## src/rtl/axis_pkt_tx.sv

```systemverilog
// rtl/axis_pkt_tx.sv - AXI-Stream packet transmitter emitting a framed byte-ramp payload per command
module axis_pkt_tx #(
    parameter int DATA_WIDTH = 32,
    parameter int USER_WIDTH = 2,
    parameter int LEN_WIDTH  = 16
) (
    input  logic                    clk,
    input  logic                    rst,
    input  logic                    cmd_valid,
    output logic                    cmd_ready,
    input  logic [LEN_WIDTH-1:0]    cmd_len,
    input  logic [USER_WIDTH-1:0]   cmd_user,
    input  logic [7:0]              cmd_seed,
    output logic [DATA_WIDTH-1:0]   m_data,
    output logic [DATA_WIDTH/8-1:0] m_keep,
    output logic                    m_last,
    output logic [USER_WIDTH-1:0]   m_user,
    output logic                    m_valid,
    input  logic                    m_ready,
    output logic                    busy,
    output logic [15:0]             pkt_count
);
    localparam int B  = DATA_WIDTH / 8;
    localparam int CW = LEN_WIDTH + 1;

    typedef enum logic [0:0] {IDLE, SEND} state_t;
    state_t state_q, state_d;

    logic [LEN_WIDTH-1:0]  len_q;
    logic [CW-1:0]         total_q;
    logic [CW-1:0]         idx_q;
    logic [7:0]            base_q;

    logic [LEN_WIDTH-1:0]  b_len;
    logic [CW-1:0]         b_total;
    logic [CW-1:0]         b_idx;
    logic [7:0]            b_base;
    logic [LEN_WIDTH-1:0]  b_rem;
    logic                  b_last;
    logic [DATA_WIDTH-1:0] b_data;
    logic [B-1:0]          b_keep;

    logic cmd_take;
    logic beat_xfer;
    logic load;
    logic done;

    // One extra bit so the all-ones length does not wrap the beat count.
    function automatic logic [CW-1:0] beats_of(input logic [LEN_WIDTH-1:0] len);
        return ({1'b0, len} + CW'(B - 1)) / CW'(B);
    endfunction

    assign cmd_take  = (state_q == IDLE) && cmd_valid && cmd_ready;
    assign beat_xfer = (state_q == SEND) && m_valid && m_ready;
    assign load      = (cmd_take && (cmd_len != '0)) || (beat_xfer && !m_last);
    assign done      = beat_xfer && m_last;

    // Next beat to register: the first beat of a new command, or the successor of the one on the bus.
    always_comb begin
        if (state_q == IDLE) begin
            b_len   = cmd_len;
            b_base  = cmd_seed;
            b_idx   = '0;
            b_total = beats_of(cmd_len);
        end else begin
            b_len   = len_q;
            b_base  = base_q;
            b_idx   = idx_q + CW'(1);
            b_total = total_q;
        end
        b_last = (b_idx == b_total - CW'(1));
        b_rem  = b_len % LEN_WIDTH'(B);
        b_data = '0;
        b_keep = '0;
        for (int l = 0; l < B; l++) begin
            if (!b_last || (b_rem == '0) || (LEN_WIDTH'(l) < b_rem)) begin
                b_data[8*l +: 8] = b_base + 8'(l);
                b_keep[l]        = 1'b1;
            end
        end
    end

    always_comb begin
        state_d = state_q;
        case (state_q)
            IDLE:    if (cmd_take && (cmd_len != '0)) state_d = SEND;
            SEND:    if (done) state_d = IDLE;
            default: state_d = IDLE;
        endcase
    end

    always_ff @(posedge clk or negedge rst) begin
        if (!rst) begin
            state_q   <= IDLE;
            cmd_ready <= 1'b0;
            busy      <= 1'b0;
            m_valid   <= 1'b0;
            m_last    <= 1'b0;
            m_data    <= '0;
            m_keep    <= '0;
            m_user    <= '0;
            pkt_count <= '0;
            len_q     <= '0;
            total_q   <= '0;
            idx_q     <= '0;
            base_q    <= '0;
        end else begin
            state_q   <= state_d;
            cmd_ready <= (state_d == IDLE);
            busy      <= (state_d == SEND);
            if (cmd_take) begin
                len_q   <= cmd_len;
                total_q <= beats_of(cmd_len);
                m_user  <= cmd_user;
            end
            if (load) begin
                m_valid <= 1'b1;
                m_data  <= b_data;
                m_keep  <= b_keep;
                m_last  <= b_last;
                idx_q   <= b_idx;
                base_q  <= b_base + 8'(B);
            end else if (done) begin
                m_valid   <= 1'b0;
                m_last    <= 1'b0;
                pkt_count <= pkt_count + 16'd1;
            end
        end
    end
endmodule

```

## config.mk

```make
export PLATFORM = sky130hd
export DESIGN_NAME = axis_pkt_tx
export DESIGN_NICKNAME = d
export VERILOG_FILES = /design/src/rtl/axis_pkt_tx.sv
export SDC_FILE = /design/constraint.sdc
export NUM_CORES = 1
export LEC_CHECK = 0
export BUFFER_PORTS_ARGS = -buffer_cell sky130_fd_sc_hd__clkbuf_2
export CAP_MARGIN = 20
export CORE_MARGIN = 3
export CORE_UTILIZATION = 45
export CTS_BUF_LIST = sky130_fd_sc_hd__clkbuf_8
export CTS_CLUSTER_SIZE = 24
export DETAILED_ROUTE_END_ITERATION = 8
export PLACE_DENSITY = 0.64
export SLEW_MARGIN = 15
export SYNTH_ARGS = -nofsm -noshare
export SYNTH_HDL_FRONTEND = slang
export SYNTH_SLANG_ARGS = --single-unit
```

## constraint.sdc

```tcl
create_clock -name clk -period 5.6 [get_ports clk]
set_input_delay 1.12 -clock clk [delete_from_list [all_inputs] [get_ports clk]]
set_output_delay 1.12 -clock clk [all_outputs]
set_load 0.02 [all_outputs]
```

==> results.md, run 1 <==
- Met2 wire length: between 7 and 8 mm
- DRT iter0 DRCs: slightly above 400
- Post-layout util: 51.5%
- Hold Fails Final Rpt: 0
- Post-route ant nets: 0
- H-tree depth: 3
- Final WS setup: ~0.85 ns
- Worst Path Arrival: around 5.0 ns
- Setup TNS: 0 ns
- RR Endpoint: m_data[28]
- Type of the worst setup path: input pin to flop
- Part of the Yosys area used for sequential elements: 39.2%
- Synth warn: 0
- Clk pin slew, worst setup/hold paths: roughly 0.1 ns
- Unique masters post-synth: 73
- CP Max Fanout: 10
- Initial core utilization: between 40% and 50%
- Fillers: 1,315
- Antenna cells: 0
- Core box area: approximately 13,000 µm²
- Final Max Tran Viols: 0
- Number of placed I/O pins: 88
- Post-layout min period: between 4 and 5 ns
- Status: finished clean
- Max-cap violation count: 0
- Critical path endpoint category: flop
- Ys flop type: dfrtp_1
- Vias: roughly 5,400
- Fraction of layout cells with a size suffix above 1: roughly 17%
- Post-CTS Hold Fix Bufs: 0
- Skew final: about 0.015 ns
- Crit share post-route: between 80% and 90%
- # clock sinks: 98
- Syn Std Cell Area: ~6300 µm²
- Largest net degree at the start of global routing: 59
- Die height: ~120 µm
- Final wirelength: 15.5 mm
- Clock Tree Buf Depth: 2
- Post-Synthesis Cells: 722
- Max layer used: met4
- Total track usage: 20.9%
- Post-synth top area share: 39.2%
- Vias/cell: ~5.6
- Hold_sp: pkt_count[15]
- Cells on worst reg2reg path: 12
- Final HPWL DP: 11.3 mm
- Worst slew margin: between 30% and 40%
- Reg2Reg Launch Point: state_q
- Clk_lat worst skew: about 0.39 ns
- M1 WL: between 7 and 8 mm
- DR WL/cell: ~16 µm
- Hold Crit Depth: 1
- VDD IR max: roughly 130 µV
- Synth Area per Inst: 8.68 µm²
- Post-synth net total: 760
- Routability cong.: 0.886
- Pre-Repair DR Iteration Count: 5
- GRT overflow: 0
- Metal3 WL: roughly 1 mm
- Vias in the first global route: 5,035
- Final Setup Violations: 0
- Leading area contributor after synthesis: dfrtp_1
- Worst-margin pin slew: a little over 0.9 ns
- RSZ-0062 raised after global routing: no
- Power per Cell Area: approximately 180 nW/µm²
- Die area: between 15,000 and 20,000 µm²
- LEAKAGE: approximately 3.3 nW
- Resized cells post-CTS: 0
- Number of remaining DRC errors: 0
- Hold path endpoint: pkt_count[15]
- EDFF count, synth: 0
- Root Driver: clkbuf_8
- CP required: between 5 and 6 ns
- Post-synth ARST share: 100%
- Die W: approximately 120 µm
- First-pass GRT wire length: around 25 mm
- Post-CTS Setup Inserts: 0
- Worst Hold Class: flop to flop
- Clock tree from TritonCTS: built
- Synth area leaders: dfrtp_1 39%, xnor2_1 7.7%, nor2_1 5.8%, nand2_1 5.6%, a21oi_1 3.5%
- Power Total: around 0.0012 W
- Worst R2R Setup Slack: around 1.5 ns
- Final net count: 817
- Number of I/O port buffers: 87
- Initial antenna violation count: 0
- Area grow syn2layout: 10.5%
- Worst Setup Start Kind: input pin
- TritonCTS buffer count: 9
- # rows: 42
- Setup WS pre-CTS: roughly 0.47 ns
- Worst hold margin: ~0.47 ns
- #FFs+latches synth: 98
- Max frequency: 211 MHz
[Yosys cell counts (all sizes together) (5+ instances only)]
cell and instances:
ha 8, o211ai 5, or4 7, xnor2 55, nand2 93, nor2 96
clkbuf 18, o31ai 6, or3 6, xor2 25, dfrtp 98, nand2b 8
nor3 20, mux2 5, o21ai 39, a21oi 46, nand3 19, and3 8
nand4 18, and2 6, mux2i 19, nor4 13, inv 14, buf 29
and4 5, a211oi 5
[worst max-delay path: stages]
cell and delay (ns):
clkbuf_2 0.18, o21ai_2 0.31, xnor2_1 0.13, mux2i_1 0.17
ha_1 0.25, or3b_1 0.36, mux2i_1 0.18, or2_0 0.33
o21ai_0 0.20, xnor2_1 0.16, or4_1 0.40, a211o_2 0.40
a2111oi_4 0.67, nor2_1 0.12
[final cells by class]
class	count	area (µm²)	share of cell area, %
clock inverter	5	37.5	0.542
timing repair buffer	93	483	6.98
inverter	14	52.6	0.759
clock buffer	11	151	2.19
sequential	98	2450	35.4
tap	176	220	3.18
multi-input combinational	563	3530	50.9
[cell families (layout without fill, tap and decap cells)]
group                      count (synthesis)  in the layout  synth area share, %
muxes                                     24             24                 3.94
and+or+nand+nor                          315            315                 25.1
adders and majority gates                  8              8                 1.60
buffers and inverters                     61            123                 4.63
AOI/OAI and AO/OA                        136            136                 14.4
DFF                                       98             98                 39.2
xor gates and xnor gates                  80             80                 11.2
[where the power goes]
group          internal [W]  switching [W]
clock              0.000189       0.000263
combinational     0.0000175      0.0000420
sequential         0.000707              0
[worst max path at each step]
stage	from	to	slack (ns)
floorplan	state_q	m_data[24]	0.61
global placement	cmd_len[0]	m_data[24]	0.66
detailed placement	cmd_len[0]	m_data[28]	0.47
CTS	cmd_len[0]	m_data[28]	0.88
global route	cmd_len[0]	m_data[28]	0.59
finish	cmd_len[0]	m_data[28]	0.85
[routing by layer]
metal | vias to the layer above | track usage [%]
li1 | 2640 | -
met4 | 0 | 4.52
met3 | 19 | 5.22
met2 | 165 | 32.2
met5 | - | 0
met1 | 2596 | 29.9
[per-stage QoR]
stage / cell area (µm²) / cells
6_report: 6920 / 960
3_3_place_gp: 6740 / 944
3_5_place_dp: 6740 / 944
2_1_floorplan: 6260 / 722
5_1_grt: 6920 / 960
4_1_cts: 6920 / 960
[flip-flops by register name, indices dropped and copies added (netlist names)]
| signal | flops |
|---|---|
| total_q | 15 |
| base_q | 6 |
| m_data | 32 |
| m_last | 1 |
| len_q | 2 |
| cmd_ready | 1 |
| pkt_count | 16 |
| idx_q | 17 |
| m_keep | 4 |
| state_q | 1 |
| m_valid | 1 |
| m_user | 2 |
[cells in the final DEF, fill, tap and decap left out, drive strengths merged, types with 8 or more instances in the layout]
cell type and n:
xor2 25, nand2 93, and3 8, a21oi 46, dfrtp 98, nand4 18, ha 8, nor4 13
nand2b 8, clkbuf 97, nand3 19, nor3 20, mux2i 19, nor2 96, inv 17, xnor2 55
o21ai 39
Power figures use the tool's default switching activity.
==> run 2: changes to the inputs <==
Settings changed: ABC_AREA set to 1.
Clock period 5.6 ns to 4.8 ns, I/O delays scaled along.
==> run 2 against run 1 <==
Wire length grew 1.4%. Die area up 1.7%. Register-to-register slack worse by 0.30 ns. Area after synthesis rose by 1.7%. Count of clock-buffer cells in the layout down 2.
==> results.md, run 2 <==
- Crit share post-route: ~75%
- Largest net degree at the start of global routing: 63 (+6.8%)
- GRT overflow: 0 (unchanged)
- Leading area contributor after synthesis: dfrtp_1
- CP Max Fanout: 38 (+28)
- Synth warn: 0 (unchanged)
- Clk_lat worst skew: 0.39 ns (about the same)
- LEAKAGE: 3.96 nW (+19%)
- Ys flop type: dfrtp_1
- Clock tree from TritonCTS: built
- DRT iter0 DRCs: 318 (-22%)
- Post-CTS Hold Fix Bufs: 0 (unchanged)
- Setup TNS: 0 ns (unchanged)
- P_sw: 0.000361 W (+18%)
- Antenna cells: 0 (unchanged)
- # clock sinks: 98 (unchanged)
- Placed cell areas: 6970 µm² (+3.4%)
- Number of placed I/O pins: 88 (unchanged)
- Worst Hold Class: flop to flop
- Max FFs per register: 32 (unchanged)
- Syn Std Cell Area: 6370 µm² (+1.7%)
- Vias: 5,780 (+6.6%)
- Worst Path Arrival: 3.91 ns (-1.09 ns)
- Gate power share: 4.3% (-0.6 points)
- Part of the Yosys area used for sequential elements: 38.5% (-0.67 points)
- Post-synth top area share: 38.5% (-0.67 points)
- First-pass GRT wire length: 25.8 mm (+2.0%)
- RSZ-0062 raised after global routing: no
- Type of the worst setup path: flop to flop
- Post-Synthesis Cells: 908 (+26%)
- Die area: 15,600 µm² (+1.7%)
- Clock network power share: 38.8% (+1.7 points)
- Synth Area per Inst: 7.02 µm² (-19%)
- Max-cap violation count: 0 (unchanged)
- Post-route ant nets: 0 (unchanged)
- Reg with most FFs: m_data
- Area grow syn2layout: 12.4%
- Final Max Tran Viols: 0 (unchanged)
- Post-CTS Setup Inserts: 0 (unchanged)
- Pre-Repair DR Iteration Count: 5 (unchanged)
- Post-synth top cells: 310 x nand2_1, 102 x inv_1, 98 x dfrtp_1
- VDD IR max: 149 µV (+15%)
- Final HPWL DP: 11.6 mm (+2.7%)
- Core box area: 13,600 µm² (+0.78%)
- Int Pwr: 0.00109 W (+19%)
- # rows: 42 (unchanged)
- Synth area leaders: dfrtp_1 38%, nand2_1 18%, inv_1 6.0%, nand3_1 6.0%, nor2_1 4.7%
- Fraction of layout cells with a size suffix above 1: 17.3% (about the same)
- Most frequent cell after synthesis: nand2_1
- Unique masters post-synth: 39 (-47%)
- CP Launch Point: state_q
- Skew final: 0.0133 ns (-0.00193 ns)
- Final wirelength: 15.7 mm (+1.4%)
- Die W: 125 µm (+0.82%)
- Critical path endpoint category: flop
- Initial antenna violation count: 0 (unchanged)
- Post-layout util: 52.9% (+1.4 points)
- Clock Tree Buf Depth: 2 (unchanged)
- Hold Fails Final Rpt: 0 (unchanged)
- CP required: 5.09 ns (-0.76 ns)
- Power per Cell Area: 202 nW/µm² (+15%)
- Hold_sp: m_keep[0]
- Routability cong.: 0.858 (-3.2%)
- Status: finished clean
- TritonCTS buffer count: 9 (unchanged)
- Worst Setup Start Kind: flop
- Dpl cells: 1,152 (+22%)
- Seq pwr share: 56.9% (-1.1 points)
- Worst-margin pin slew: 0.871 ns (-0.0525 ns)
- Worst slew margin: 41.6% (+4.9 points)
- EDFF count, synth: 0 (unchanged)
- Most frequent cells in the layout: 309 x nand2_1, 104 x inv_1, 98 x dfrtp_1
- Layout Cells excl Fill: 1,168 (+22%)
- Post-layout min period: about 3.6 ns
- Largest registers: m_data x32, idx_q x17, pkt_count x16
- Resized cells post-CTS: 0 (unchanged)
- Design area: 7170 µm² (+3.5%)
- Number of I/O port buffers: 87 (unchanged)
- Final Setup Violations: 0 (unchanged)
- Reg2Reg Launch Point: state_q
- Number of remaining DRC errors: 0 (unchanged)
- Post-synth ARST share: 100% (unchanged)
- Final net count: 1,025 (+25%)
- H-tree depth: 3 (unchanged)
- DR WL/cell: 13.4 µm (-17%)
- Root Driver: clkbuf_8
- Die height: 125 µm (+0.82%)
- #FFs+latches synth: 98 (unchanged)
- Commonest non-fill, non-tap cell in the layout: nand2_1
- Max frequency: 276 MHz
- Clk pin slew, worst setup/hold paths: 0.10 ns (about the same)
- Vias/cell: 4.95 (-12%)
- Post-synth net total: 946 (+24%)
- Total track usage: 20.1% (-0.80 points)
- Sw Share: 24.9% (-0.11 points)
- Initial core utilization: 47.0% (+0.44 points)
- Vias in the first global route: 5,306 (+5.4%)
-- run 2: area by class of cell --
type / instances / area (µm²)
Clock buffer: 9 / 124
Timing Repair Buffer: 93 / 495
Inverter: 108 / 405
Multi-Input combinational cell: 677 / 3390
Sequential cell: 98 / 2450
Tap cell: 176 / 220
Clock inverter: 7 / 75.1
Fill cell: 1398 / 6390
-- run 2: worst max-delay path: stages (launching register included) --
cell	delay (ns)
dfrtp_1	0.40
inv_2	0.46
nand3_1	0.13
buf_4	0.23
inv_1	0.51
o41ai_1	0.20
buf_4	0.19
nand2_2	0.06
clkinv_1	0.67
buf_12	0.45
o31ai_1	0.19
-- run 2: path summary, 6_finish.rpt --
path | to | slack (ns) | cells past startpoint
worst max-delay path | base_q[4] | 1.18 | 10
worst min-delay path | m_keep[0] | 0.47 | 1
worst max register to register | base_q[4] | 1.18 | 10
worst min register to register | m_keep[0] | 0.47 | 1
max in group asynchronous | pkt_count[9] | 3.14 | 2
min in group asynchronous | m_data[5] | 0.67 | 1
-- run 2: power by group through the flow --
stage                     registers (W)  clock network (W)  logic [W]
final                          0.000825           0.000562  0.0000628
after floorplan                0.000841                  0  0.0000226
after detailed placement       0.000841                  0  0.0000641
after global routing           0.000825           0.000609  0.0000722
after global placement         0.000841                  0  0.0000639
after CTS                      0.000825           0.000583  0.0000642
-- run 2: metrics by stage --
step	worst slack, ns	power (W)	hold slack, ns
floorplan	1.66	0.000864	0.448
global placement	1.12	0.000905	0.452
detailed placement	1.07	0.000905	0.457
CTS	1.14	0.00147	0.480
global route	0.763	0.00151	0.508
finish	1.18	0.00145	0.472
-- run 2: cells by family (layout without fill, tap and decap cells) --
| family | count (synthesis) | after routing | synth area share (%) |
|---|---|---|---|
| adder cells (fa/ha/maj) | 8 | 8 | 1.57 |
| flip-flops | 98 | 98 | 38.5 |
| AND/OR/NAND/NOR | 548 | 548 | 39.1 |
| buffers and inverters | 133 | 217 | 8.31 |
| XOR/XNOR | 37 | 37 | 5.30 |
| multiplexers | 1 | 1 | 0.177 |
| AO/OA/AOI/OAI | 83 | 83 | 7.11 |
-- run 2: routing by layer --
layer / wire, µm / GRT usage [%] / up-vias
met1: 7550 / 27.7 / 2624
li1: - / - / 3023
met3: 704 / 4.56 / 16
met4: 225 / 4.91 / 0
met2: 7210 / 32.3 / 117
met5: 0 / 0 / -
==> run 3: changes to the inputs <==
Settings changed: ABC_AREA 1 to 0.
Clock period 4.8 ns to 3.76 ns, I/O delays scaled along.
==> run 3 against run 2 <==
The run now ends with negative setup slack left. Critical path depth increased by 6. Global-route usage increased by 1.2 points. Clock skew about the same. Hold slack got worse by 0.093 ns. Via count decreased by 3.8%. Total power increased by 26%. Combinational power increased by 72%. Final cell count decreased by 14%. Sequential share of layout area decreased by 1.0 points. Count of clock-buffer cells in the layout unchanged. Wire length increased by 4.7%. Critical endpoint is now m_data[30].
==> results.md, run 3 (synthesis gave the netlist of run 1 again) <==
- Dpl cells: 977 (-15%)
- Root Driver: clkbuf_8
- Post-CTS Hold Fix Bufs: 0 (unchanged)
- Vias/cell: 5.56 (+12%)
- Max frequency: roughly 260 MHz
- Worst Setup Start Kind: input pin
- Commonest non-fill, non-tap cell in the layout: dfrtp_1
- First-pass GRT wire length: 25.8 mm (about the same)
- Hold Fails Final Rpt: 0 (unchanged)
- Largest registers: m_data x32, idx_q x17, pkt_count x16
- Number of I/O port buffers: 87 (unchanged)
- Layout Cells excl Fill: 1,000 (-14%)
- WP depth: 16 (+6)
- Slowest stage delay, CP: 0.44 ns (-0.23 ns)
- Final net count: 857 (-16%)
- Clock tree from TritonCTS: built
- Worst-margin pin slew: 0.825 ns (-0.0461 ns)
- Max FFs per register: 32 (unchanged)
- Worst hold margin: 0.379 ns (-0.0931 ns)
- RR Endpoint: m_data[30]
- Initial core utilization: 46.6% (-0.44 points)
- Crit share post-route: 100%
- Placed cell areas: 7040 µm² (+1.0%)
- Clk_lat worst skew: 0.39 ns (about the same)
- # rows: 42 (unchanged)
- CP required: 4.04 ns (-1.05 ns)
- CP Buf/Inv Count: 3 (-3)
- Design area: 7390 µm² (+3.1%)
- Type of the worst setup path: input pin to flop
- H-tree depth: 3 (unchanged)
- Clock Tree Buf Depth: 2 (unchanged)
- LEAKAGE: 3.50 nW (-12%)
- Skew final: 0.0132 ns (-0.000129 ns)
- Die height: 124 µm (-0.82%)
- Critical path endpoint category: flop
- Crit path max-delay family: compound AO/OA/AOI/OAI gates
- Total track usage: 21.2% (+1.2 points)
- Failing checks: negative setup slack
- Final Max Tran Viols: 0 (unchanged)
- Vias: 5,563 (-3.8%)
- Status: finished with violations
- Area grow syn2layout: 18.0%
- Die area: 15,400 µm² (-1.6%)
- Pre-Repair DR Iteration Count: 5 (unchanged)
- # clock sinks: 98 (unchanged)
- Routability cong.: 0.867 (+1.0%)
- Final Setup Violations: 4 (+4)
- Critical-path top delay cell: a2111oi_4
- VDD IR max: 158 µV (+5.9%)
- Final WS setup: -0.0147 ns (-1.19 ns)
- Number of placed I/O pins: 88 (unchanged)
- Post-route ant nets: 0 (unchanged)
- GRT overflow: 0 (unchanged)
- CP cell instances: buf_2 -> nor3_2 -> nor3_2 -> a21oi_2 -> ha_2 -> or3b_1 -> mux2i_1 -> or2_1 -> buf_6 -> nand3_2 -> a2111oi_2 -> a31oi_1 -> a211o_4 -> a2111oi_4 -> buf_4 -> nor2_1
- DR WL/cell: 16.4 µm (+22%)
- Worst Hold Class: input pin to asynchronous set/reset pin
- TritonCTS buffer count: 9 (unchanged)
- Die W: 124 µm (-0.82%)
- CP Max Fanout: 4 (-89%)
- DRT iter0 DRCs: 396 (+25%)
- Most frequent cells in the layout: 97 x dfrtp_1, 93 x nand2_1, 89 x nor2_1
- Reg with most FFs: m_data
- Largest net degree at the start of global routing: 84 (+33%)
- Most used cell, CP: nor3_2
- Antenna cells: 0 (unchanged)
- Worst R2R Setup Slack: 0.10 ns (-1.08 ns)
- Reg2Reg Launch Point: state_q
- Final wirelength: 16.4 mm (+4.7%)
- Initial antenna violation count: 0 (unchanged)
- RSZ-0062 raised after global routing: yes
- Worst slew margin: 43.5% (+1.9 points)
- Post-layout min period: ~3.8 ns
- Vias in the first global route: 5,150 (-2.9%)
- Worst Path Arrival: 4.06 ns (+0.15 ns)
- Number of remaining DRC errors: 0 (unchanged)
- Fraction of layout cells with a size suffix above 1: 23.9% (+6.6 points)
- Cells on worst reg2reg path: 14 (+4)
- Core box area: 13,500 µm² (-0.78%)
- Power Total: 0.00183 W (+26%)
- Post-layout util: 54.9% (+2.1 points)
- Clk pin slew, worst setup/hold paths: 0.10 ns (about the same)
- Final HPWL DP: 11.6 mm (+0.14%)
- Power per Cell Area: 248 nW/µm² (+23%)
- Max-cap violation count: 0 (unchanged)
[run 3: worst max-delay path by stage]
stage	start	end	slack [ns]
after floorplan	state_q	m_data[26]	-0.23
after global placement	cmd_len[0]	m_data[9]	-0.23
after detailed placement	cmd_len[0]	m_data[11]	-0.35
after CTS	cmd_len[0]	m_data[26]	0.07
after global routing	cmd_len[2]	m_data[30]	-0.18
final	cmd_len[2]	m_data[30]	-0.01
[run 3: power by group]
part | internal [W] | leakage (nW) | switching, W
Combinational | 0.0000402 | 2.05 | 0.0000676
Sequential | 0.00105 | 1.36 | 0
Clock | 0.000252 | 0.0930 | 0.000419
Total | 0.00135 | 3.50 | 0.000487
[run 3: layer usage]
metal / GRT usage [%] / routed length [µm]
met5: 0 / 0
met4: 6.64 / 272
met1: 29.9 / 7790
met3: 2.91 / 672
met2: 34.1 / 7690
[run 3: what timing repair did]
item / CTS / global route
gates resized for setup: 0 / 36
buffers inserted: 0 / 6
setup endpoints to repair: 0 / 27
[run 3: cell type report]
class | count | area (µm²)
clock inverters | 7 | 63.8
multi-input cells | 563 | 3630
flip-flops and latches | 98 | 2450
repair buffers | 133 | 848
fillers | 1284 | 6060
inverters | 14 | 52.6
well taps | 176 | 220
clock buffers | 9 | 124
[run 3: stage by stage]
step	setup TNS, ns	setup WS (ns)
after floorplan	-5.04	-0.230
after global placement	-4.87	-0.225
after detailed placement	-7.69	-0.348
after CTS	0	0.0728
after global routing	-2.71	-0.177
final	-0.0306	-0.0147
